`src/rtl/router_out_reader.sv`:
```
// Read-side engine for one router output port: drains the port FIFO through a 2-entry
// skid buffer, frames packets (header/payload/parity), checks parity and flushes on read timeout.
module router_out_reader #(
    parameter int TIMEOUT = 30,
    parameter int DW      = 8
) (
    input  logic          clk,
    input  logic          reset,
    input  logic          fifo_empty,
    input  logic [DW:0]   fifo_dout,
    output logic          fifo_rd_en,
    input  logic          read_enb,
    output logic          vld_out,
    output logic [DW-1:0] data_out,
    output logic          soft_reset,
    output logic          pkt_done,
    output logic          parity_err,
    output logic          hdr_err
);

    localparam int LW = DW - 2;
    localparam int SW = (TIMEOUT > 2) ? $clog2(TIMEOUT) : 1;

    typedef enum logic [1:0] {
        S_IDLE,
        S_PAYLOAD,
        S_PARITY
    } state_e;

    state_e        state_q, state_d;
    logic [DW:0]   buf_q [2];
    logic [DW:0]   buf_d [2];
    logic [1:0]    cnt_q, cnt_d;
    logic          inflight_q, inflight_d;
    logic [LW-1:0] rem_q, rem_d;
    logic [DW-1:0] par_q, par_d;
    logic [SW-1:0] stall_q, stall_d;
    logic          flush_q, flush_d;
    logic          pkt_done_q, pkt_done_d;
    logic          parity_err_q, parity_err_d;
    logic          hdr_err_q, hdr_err_d;

    logic [DW:0]   head;
    logic          have_head;
    logic          drop;
    logic          xfer;
    logic          pop;
    logic          push;
    logic          stall;
    logic          timeout;
    logic [1:0]    occ;

    // A non-header byte at the head while idle is discarded without ever being presented.
    assign head      = buf_q[0];
    assign have_head = (cnt_q != 2'd0);
    assign drop      = have_head && (state_q == S_IDLE) && !head[DW];
    assign vld_out   = have_head && !drop;
    assign xfer      = vld_out && read_enb;
    assign pop       = xfer || drop;
    assign push      = inflight_q;
    assign stall     = vld_out && !read_enb;
    assign timeout   = stall && (stall_q == SW'(TIMEOUT - 1));
    assign occ       = cnt_q + {1'b0, inflight_q};

    // Reads are gated by reset so no byte is pulled out of the FIFO and then lost.
    assign fifo_rd_en = !reset && !fifo_empty && !flush_q &&
                        ((occ < 2'd2) || ((occ == 2'd2) && xfer));

    assign data_out   = head[DW-1:0];
    assign soft_reset = flush_q;
    assign pkt_done   = pkt_done_q;
    assign parity_err = parity_err_q;
    assign hdr_err    = hdr_err_q;

    always_comb begin
        // NOTE: every next-state variable gets a default first, so no path can infer a latch.
        buf_d        = buf_q;
        cnt_d        = cnt_q - {1'b0, pop} + {1'b0, push};
        inflight_d   = fifo_rd_en;
        state_d      = state_q;
        rem_d        = rem_q;
        par_d        = par_q;
        stall_d      = stall ? SW'(stall_q + 1'b1) : '0;
        flush_d      = 1'b0;
        pkt_done_d   = 1'b0;
        parity_err_d = 1'b0;
        hdr_err_d    = drop;

        if (pop) begin
            buf_d[0] = buf_q[1];
        end
        if (push) begin
            if ((cnt_q == 2'd0) || ((cnt_q == 2'd1) && pop)) begin
                buf_d[0] = fifo_dout;
            end else begin
                buf_d[1] = fifo_dout;
            end
        end

        if (xfer) begin
            unique case (state_q)
                S_IDLE: begin
                    rem_d   = head[DW-1:2];
                    par_d   = head[DW-1:0];
                    state_d = (head[DW-1:2] == '0) ? S_PARITY : S_PAYLOAD;
                end
                S_PAYLOAD: begin
                    par_d = par_q ^ head[DW-1:0];
                    rem_d = rem_q - 1'b1;
                    if (rem_q == LW'(1)) begin
                        state_d = S_PARITY;
                    end
                end
                S_PARITY: begin
                    pkt_done_d   = 1'b1;
                    parity_err_d = (head[DW-1:0] != par_q);
                    state_d      = S_IDLE;
                end
                default: state_d = S_IDLE;
            endcase
        end

        // Timeout abandons the buffered bytes and the read in flight; the FIFO clears itself.
        if (timeout) begin
            flush_d    = 1'b1;
            cnt_d      = 2'd0;
            inflight_d = 1'b0;
            state_d    = S_IDLE;
            stall_d    = '0;
        end
    end

    always_ff @(posedge clk) begin
        if (reset) begin
            state_q      <= S_IDLE;
            // NOTE: the two skid entries are reset because the head entry drives data_out directly.
            buf_q[0]     <= '0;
            buf_q[1]     <= '0;
            cnt_q        <= 2'd0;
            inflight_q   <= 1'b0;
            rem_q        <= '0;
            par_q        <= '0;
            stall_q      <= '0;
            flush_q      <= 1'b0;
            pkt_done_q   <= 1'b0;
            parity_err_q <= 1'b0;
            hdr_err_q    <= 1'b0;
        end else begin
            state_q      <= state_d;
            buf_q        <= buf_d;
            cnt_q        <= cnt_d;
            inflight_q   <= inflight_d;
            rem_q        <= rem_d;
            par_q        <= par_d;
            stall_q      <= stall_d;
            flush_q      <= flush_d;
            pkt_done_q   <= pkt_done_d;
            parity_err_q <= parity_err_d;
            hdr_err_q    <= hdr_err_d;
        end
    end

endmodule
```
`config.mk`:
```
export PLATFORM = sky130hd
export DESIGN_NAME = router_out_reader
export DESIGN_NICKNAME = d
export VERILOG_FILES = /design/src/rtl/router_out_reader.sv
export SDC_FILE = /design/constraint.sdc
export NUM_CORES = 1
export LEC_CHECK = 0
export ABC_AREA = 1
export CORE_MARGIN = 4
export CORE_UTILIZATION = 55
export CTS_CLUSTER_SIZE = 40
export DETAILED_ROUTE_END_ITERATION = 6
export GPL_ROUTABILITY_DRIVEN = 0
export PLACE_DENSITY = 0.77
export SYNTH_ARGS = -nofsm -noshare
export SYNTH_HDL_FRONTEND = slang
export SYNTH_SLANG_ARGS = --single-unit
```
`constraint.sdc`:
```
create_clock -name clk -period 2.6 [get_ports clk]
set_input_delay 0.26 -clock clk [delete_from_list [all_inputs] [get_ports clk]]
set_output_delay 0.26 -clock clk [all_outputs]
set_load 0.01 [all_outputs]
```
==> flow_summary.yaml <==
outcome:
  status: "finished, final reports clean"
clocking:
  cts_hold_buf: 0
  htreeDepth: 2
  clk_pin_slew_ps: 80
  cts_tree: "yes"
  cts.path.max_buffers: 2
  cts_resized: 0
  numCtsBuffers: 5
  clk_latency_ps: 300
  clock_sinks: 46
  postCtsSetupRepairBufs: 0
  cts-root-buf: "clkbuf_8"
critical_path:
  r2r_start: "cnt_q[1]"
  reg2reg_depth: 9
  startpoint: "state_q[1]"
  cp.required_ps: 2340
  endpoint: "fifo_rd_en"
  arrival_ps: 2090
  r2r_end: "head[4]"
  reg2reg_slack_ps: 640
  end_kind: "output port"
  start_kind: "register"
  path_class: "reg2out"
  worstPathMaxFanout: 9
place:
  hpwl_um: 3560
  place_area_mm2: 0.00262
  port-buffer-count: 26
route:
  via_count: 2067
  dr.pass1.iters: 4
  drc_errors: 0
  vias_per_cell: 5.31
  wirelength_um: 4870
  wire_per_inst_um: 12.5
  route.antenna.remaining_nets: 0
  drtIter0Drc: 161
sta:
  worst_pin_slew_ps: 537
  rsz0062_at_grt: "false"
  final_hold_viol_count: 0
  report.final.slew_viol_count: 0
  finalSetupViolations: 0
  relSlewSlack_pct: 64.1
  fmaxAchievable_mhz: 426
  fin_crit_sh_pct: 90.3
  clock_skew_ps: 6.51
  fin_tns_setup_ps: 0
  period_needed_ps: 2350
min_path:
  hold_path_class: "reg2reg"
final_layout:
  drive_gt1_share_pct: 7.37
  diodes: 0
  mostFrequentLayoutCells: "nand2_1 (54), dfxtp_1 (46), nor2_1 (40), o21ai_0 (29)"
  area_growth_pct: 13.8
  final_common_cell: "nand2_1"
  fill_cells: 371
  fin_area_mm2: 0.00272
  nNetsFinal: 358
yosys:
  synth_edf_count: 0
  syn_nets: 341
  synthArstFlopShare_pct: 0
  synth.avg_cell_area_um2: 7.44
  yosysSeqAreaShare_pct: 38.6
  ys_seq_elements: 46
  ys.flop_type: "dfxtp_1"
  ys_warn_count: 0
  synth.distinct_cells: 27
  syn_area_mm2: 0.00239
  netlist_instances: 321
global_route:
  antenna_found_initial: 0
  grt_overflow: 0
  grt_pass1_wl_um: 8620
  grt_max_degree: 27
  grt_use_total_pct: 20.0
  grt_pass1_vias: 1963
power_and_ir_drop:
  pwr_density_cell_mw_per_mm2: 728
  irDropWorstVdd_uv: 625
  power_leakage_nw: 1.12
floorplan:
  die_area_mm2: 0.00546
  core_area_mm2: 0.00409
  start_util_pct: 58.4
  die_h_um: 73.9
  die-width_um: 73.9
  ios: 27
  rows: 23
flow_run:
  maxCapViolations: 0
[how the worst min path moves through the flow]
| stage | startpoint | endpoint | slack (ps) | cells past startpoint |
|---|---|---|---|---|
| after floorplan | reset | buf_q[0] | 330 | 1 |
| after global placement | stall_q[0] | stall_q[0] | 450 | 1 |
| after detailed placement | buf_q[8] | buf_q[8] | 460 | 2 |
| after CTS | buf_q[0] | buf_q[0] | 470 | 2 |
| after global routing | buf_q[1] | buf_q[1] | 500 | 2 |
| final | buf_q[2] | buf_q[2] | 470 | 2 |
[synthesized netlist by cell type (3+ instances only)]
cell       n  share of area, %
nand3b_1   5               1.6
dfxtp_1   46                39
xor2_1     5               1.8
nor2_1    40               6.3
a21oi_1   28               5.9
o21ai_0   29               6.1
ha_1       7               3.7
nand4_1   17               4.5
buf_4     12               3.8
nand2_1   54               8.5
clkbuf_1   6              0.94
nand3_1   12               2.5
nand2_2    3              0.79
xnor2_1   10               3.7
inv_1     28               4.4
[per-stage QoR]
step / total power, W / util, % / hold WS (ps) / setup slack (ps) / cells
floorplan: 0.00140 / - / 329 / 715 / 321
global route: 0.00212 / 66.5 / 500 / 113 / 389
detailed placement: 0.00153 / 64.1 / 457 / 560 / 381
global placement: 0.00152 / 64.1 / 446 / 592 / 381
CTS: 0.00199 / 66.5 / 470 / 227 / 389
finish: 0.00198 / 66.5 / 466 / 252 / 389
[worst max-delay path: stages (launching register included)]
cell             delay, ps
dfxtp_1                490
nor2_4                  90
a21oi_4                200
nand2_4                120
o21ai_0                190
inv_1                   70
nor2_1                  80
clkdlybuf4s50_1        540
[where the power goes]
| group | switching (W) | internal [W] |
|---|---|---|
| sequential | 0.0000580 | 0.000765 |
| clock | 0.000238 | 0.000214 |
| combinational | 0.000438 | 0.000265 |
| total | 0.000734 | 0.00124 |
[area by class of cell]
type	count	area (µm²)	area share [%]
tap	50	62.6	2.30
multi-input combinational	226	1230	45.5
clock inverter	2	12.5	0.461
timing repair buffer	31	298	11.0
inverter	28	105	3.87
sequential	46	921	33.9
clock buffer	6	82.6	3.04
[logic make-up (layout without fill, tap and decap cells)]
kind of cell             after synthesis  in the layout  share of synthesized area, %
buffers and inverters                 49             67                          9.70
adder cells (fa/ha/maj)                7              7                          3.67
AO/OA/AOI/OAI                         64             64                          14.6
AND/OR/NAND/NOR                      140            140                          27.9
XOR/XNOR                              15             15                          5.50
flip-flops                            46             46                          38.6
[registers in the layout (all words and copies together), names as in the netlist, 2 cells and up]
register  cells
cnt_q         2
buf_q         9
state_q       2
stall_q       5
head          9
rem_q         6
par_q         8
[metal layers]
metal	wire length (µm)	up-vias	track usage (%)
met5	0	-	0
met4	55	0	7.04
met3	186	6	4.38
met2	2340	32	34.1
met1	2290	947	24.7
li1	-	1082	-
Note: power is estimated with default switching activity, not from simulation.
